### config.mk
export PLATFORM = sky130hd
export DESIGN_NAME = demux_deserializer
export DESIGN_NICKNAME = d
export VERILOG_FILES = /design/src/rtl/demux_deserializer.sv
export SDC_FILE = /design/constraint.sdc
export NUM_CORES = 1
export LEC_CHECK = 0
export ABC_CLOCK_PERIOD_IN_PS = 3000
export BUFFER_PORTS_ARGS = -buffer_cell sky130_fd_sc_hd__buf_2
export CAP_MARGIN = 10
export CORE_MARGIN = 3
export CORE_UTILIZATION = 31
export DETAILED_ROUTE_END_ITERATION = 7
export PLACE_DENSITY = 0.51
export SYNTH_ARGS = -nofsm -noshare
export SYNTH_HDL_FRONTEND = slang
export SYNTH_SLANG_ARGS = --single-unit
### constraint.sdc
create_clock -name clk -period 3 [get_ports clk]
set_input_delay 0.15 -clock clk [delete_from_list [all_inputs] [get_ports clk]]
set_output_delay 0.15 -clock clk [all_outputs]
set_load 0.1 [all_outputs]
### src/rtl/demux_deserializer.sv
// rtl/demux_deserializer.sv - serial-to-parallel lane demultiplexer with valid/ready on both sides
// Rebuilds NUM_OUTPUTS-bit words from an LSB-first bit stream steered by a lane counter.
module demux_deserializer #(
  parameter int NUM_OUTPUTS = 8,
  parameter int IDX_W       = $clog2(NUM_OUTPUTS)
) (
  input  logic                   clk,
  input  logic                   rst_n,
  input  logic                   din,
  input  logic                   din_valid,
  output logic                   din_ready,
  input  logic                   clear,
  output logic [IDX_W-1:0]       sel_idx,
  output logic [NUM_OUTPUTS-1:0] dout,
  output logic                   dout_valid,
  input  logic                   dout_ready
);

  localparam logic [IDX_W-1:0] LAST_IDX = IDX_W'(NUM_OUTPUTS - 1);

  logic [IDX_W-1:0]       r_idx;
  logic [NUM_OUTPUTS-2:0] r_asm;
  logic [NUM_OUTPUTS-1:0] r_dout;
  logic                   r_dout_valid;

  logic w_last;
  logic w_ready;
  logic w_accept;
  logic w_complete;

  // Only the final bit of a word can stall: it needs the output register free.
  assign w_last     = (r_idx == LAST_IDX);
  assign w_ready    = !(w_last && r_dout_valid && !dout_ready) && !clear;
  assign w_accept   = din_valid && w_ready;
  assign w_complete = w_accept && w_last;

  always_ff @(posedge clk or negedge rst_n) begin
    if (!rst_n) begin
      r_idx <= '0;
      r_asm <= '0;
    end else if (clear) begin
      r_idx <= '0;
      r_asm <= '0;
    end else if (w_accept) begin
      if (w_last) begin
        r_idx <= '0;
      end else begin
        r_idx        <= r_idx + IDX_W'(1);
        r_asm[r_idx] <= din;
      end
    end
  end

  // A completion in the same cycle as a consume reloads without a bubble.
  always_ff @(posedge clk or negedge rst_n) begin
    if (!rst_n) begin
      r_dout       <= '0;
      r_dout_valid <= 1'b0;
    end else if (w_complete) begin
      r_dout       <= {din, r_asm};
      r_dout_valid <= 1'b1;
    end else if (dout_ready) begin
      r_dout_valid <= 1'b0;
    end
  end

  assign din_ready  = w_ready;
  assign sel_idx    = r_idx;
  assign dout       = r_dout;
  assign dout_valid = r_dout_valid;

endmodule

# Word-level counts from Yosys, hierarchy flattened

Index checks and enable logic that the tools add are counted.
W data, S select, Z words.

$add $sub $neg: 1
Multiply operators: 0
Divide/modulo/power cells: 0
Order comparisons: 2
Eq/ne operators: 2
Shifts and indexed selects: 0
Muxes and demuxes: 11
Bitwise logic cells: 0
Reductions and logical operators: 12

Operator list:

| cell                  | number |
|---|---|
| $mux W7               | 3 |
| $mux W3               | 3 |
| $bwmux W7             | 1 |
| $logic_and A1 B1 Y1   | 6 |
| $lt A3 B4 Y1 const B  | 1 |
| $reduce_bool A2 Y1    | 2 |
| $add A3 B1 Y3 const B | 1 |
| $demux W1 S3          | 1 |
| $eq A3 B3 Y1 const B  | 1 |
| $ge A3 B1 Y1 const B  | 1 |
| $logic_not A1 Y1      | 3 |
| $mux W1               | 3 |
| $ne A2 B2 Y1 const B  | 1 |
| $reduce_and A2 Y1     | 1 |

Register bits after elaboration: 19
Latch bits: 0
RAM bits: 0
ROM bits: 0
Output and inout bits: 13
Word-level logic and storage cells: 32
Memories: 0

# Depth between registers and ports, before layout

Depth after elaboration: 8
Mapped depth: 5
Depth with buffers taken out: 5

# Worst setup path after synthesis

OpenSTA, ideal clock, no wires.

Kind: reg2out
Start: register r_idx[1] (netlist: sel_idx[1])
End: output din_ready
Arrival: 2.844 ns
Data required time: 2.850 ns
Path slack: 0.006 ns
Cell stages (with the launch flop): 4
Buffers on the path: 0
Path through: dfrtp_1 ha_1 ha_1 a21oi_1

Word-level cells in the longest chain between the ends: 5

RTL lines:

| element                          | line | text |
|---|---|---|
| start: declaration               | 21   | `logic [IDX_W-1:0] r_idx;` |
| start signal: assignment         | 48   | `r_idx <= r_idx + IDX_W'(1);` |
| $eq A3 B3 Y1                     | 32   | `assign w_last = (r_idx == LAST_IDX);` |
| $logic_and A1 B1 Y1 (2 in a row) | 33   | `assign w_ready = !(w_last && r_dout_valid && !dout_ready) && !clear;` |
| $logic_not A1 Y1                 | 33   |  |
| $logic_and A1 B1 Y1              | 33   |  |
| end: declaration                 | 11   | `output logic din_ready,` |

No other way between the ends.

# Worst setup path in the final report

Ends and elaborated chain as after synthesis.

==> impl_metrics.yaml <==
drt:
  drc: 0
  wl_um: 1600
  firstDrtPassIters: 4
  avgViaCountPerCell: 4.82
  post_drt_wl_per_cell_um: 13.0
  dr.first_iter.drc_count: 8
  num_vias: 593
  drtAntennaViolNets: 0
floorplanning:
  die-area_um2: 3570
  rows: 18
  pin_count: 19
  die_y_um: 59.7
  initial_core_util: 0.342
  core_um2: 2610
  die_w_um: 59.7
yosys:
  synth_top_area_cell: "dfrtp_1"
  yosysUniqueCellTypes: 18
  synth_nets: 79
  synth_area_leaders: "dfrtp_1 (53%), mux2_2 (11%), mux2i_1 (10%)"
  synth_cells: 71
  synthTopCellsByCount: "dfrtp_1 (19), nand2b_1 (12), mux2_2 (9), mux2i_1 (9), nand2_1 (5)"
  synthFlopType: "dfrtp_1"
  synth.avg_cell_area_um2: 12.6
  synth_edf_count: 0
  ys_ff_latch: 19
  syn_area_um2: 895
  yosysMostFrequentCell: "dfrtp_1"
  yosysWarnings: 0
  synth_top_area_share: 0.531
  synth_seq_area_share: 0.531
  async_flop_share: 1.00
placement:
  hpwl_um: 1120
  dp.cells: 118
  globalplace.congestion: 0.678
  port-buffer-count: 18
cells_and_area:
  final_cells: 123
  drive_above_1_share: 0.355
  area_growth_pct: 17.9
  antenna_cells: 0
  nets: 102
  fillers: 256
clock_network:
  tritoncts: "done"
  root_buffer: "clkbuf_4"
  htreeDepth: 1
  clkTransAtPathRegs_ns: 0.11
  cts_made_buffers: 3
  cts_hold_buf: 1
  ctsResizeCount: 0
  cts_setup_buffers: 0
  clock-sinks: 19
  clock_path_buffers: 2
  insertion_delay_ns: 0.30
sta:
  fmax_mhz: 516
  tns_ns: 0
  rsz0062_at_grt: "false"
  tightest_slew_ns: 0.539
  finalSetupViolCount: 0
  max-slew-margin-rel: 0.640
  whs_ns: 0.0984
  skew_ns: 0.00587
  hold_viol_final: 0
  fin_crit_sh: 0.646
  slew_violations: 0
  period_needed_ns: 1.94
worst_setup_path:
  rr_worst_depth: 5
  crit_fanout: 8
  critPathKind: "flop to output pin"
  start_kind: "flop"
  endpoint_kind: "output pin"
  cp.arrival_ns: 1.79
  cp.required_ns: 2.85
  r2r_setup_slack_ns: 1.11
global_routing:
  grt_pass1_vias: 585
  grt_start_max_net_pins: 20
  grt.overflow.total: 0
  antenna_found_initial: 0
  grt_usage: 0.106
  grt_pass1_wl_um: 2750
pwr:
  ir_drop_v: 0.000226
  pwr_density_cell_nw_per_um2: 436
  power.leakage_nw: 0.570
hold_path:
  min_delay_path_depth: 2
  hold_path.class: "input pin to flop"
run:
  cap_viol_max_count: 0
outcome:
  status: "finished clean"
[flip-flops by register name (all words and copies together), names as in the netlist]
signal / count
sel_idx: 3
r_asm: 7
dout_valid: 1
dout: 8
[cells in the final DEF, fill, tap and decap left out]
cell type,synthesis,routed
mux2_2,9,9
nor2b_4,1,1
clkbuf_4,0,3
or2_2,1,1
nand2b_1,12,12
a21oi_1,1,1
clkbuf_1,1,1
and3b_1,1,1
nor3_4,1,1
nor3b_1,1,1
nand3b_1,2,2
dlygate4sd3_1,0,1
mux2i_1,9,9
dfrtp_1,19,19
nand2_1,5,5
a21boi_0,1,1
nand3_1,1,1
nor2_1,2,2
buf_2,0,18
nor2b_1,2,2
ha_1,2,2
[metrics by stage]
step	area (um2)	utilization	power, mW	setup slack, ns
global route	1050	0.404	0.485	0.948
global placement	1020	0.390	0.336	1.15
detailed placement	1020	0.390	0.336	1.09
CTS	1050	0.404	0.472	1.05
finish	1050	0.404	0.460	1.06
floorplan	895	-	0.316	0.00631
[where the power goes]
group          total (mW)  switching (mW)  internal (mW)
clock               0.130          0.0780         0.0518
sequential          0.267         0.00577          0.261
combinational      0.0639          0.0466         0.0173
total               0.460           0.130          0.330
[cell type report]
class	instances	area [um2]	area share
Timing Repair Buffer	19	100	0.0949
Sequential cell	19	475	0.451
Multi-Input combinational cell	51	415	0.394
Tap cell	30	37.5	0.0356
Clock buffer	4	26.3	0.0249
[worst max-delay path, cell delays in order, from the launching register on]
cell and delay, ns:
dfrtp_1 0.48, ha_1 0.22, ha_1 0.22, a21oi_1 0.13
buf_2 0.44
[metal layers]
layer | GRT usage | wire [um] | up-vias
li1 | - | - | 290
met1 | 0.136 | 744 | 287
met2 | 0.167 | 754 | 14
met3 | 0.0410 | 89 | 2
met4 | 0.0285 | 13 | 0
met5 | 0 | 0 | -
[cells by family after synthesis]
kind of cell | count (synthesis) | share of synthesized area
simple gates | 29 | 0.208
flops | 19 | 0.531
mux | 18 | 0.214
compound gates | 2 | 0.0140
fa+ha+maj | 2 | 0.0280
buf+inv | 1 | 0.00419
[path summary, 6_finish.rpt]
| kind | end | start |
|---|---|---|
| max | din_ready | sel_idx[1]$_DFFE_PN0P_ |
| min | dout[7]$_DFFE_PN0P_ | din |
| max reg2reg | dout[2]$_DFFE_PN0P_ | sel_idx[1]$_DFFE_PN0P_ |
| min reg2reg | dout[5]$_DFFE_PN0P_ | dout[5]$_DFFE_PN0P_ |
| max in group asynchronous | r_asm[2]$_DFFE_PN0P_ | rst_n |
| min in group asynchronous | dout_valid$_DFFE_PN0P_ | rst_n |
Power figures use the tool's default switching activity.
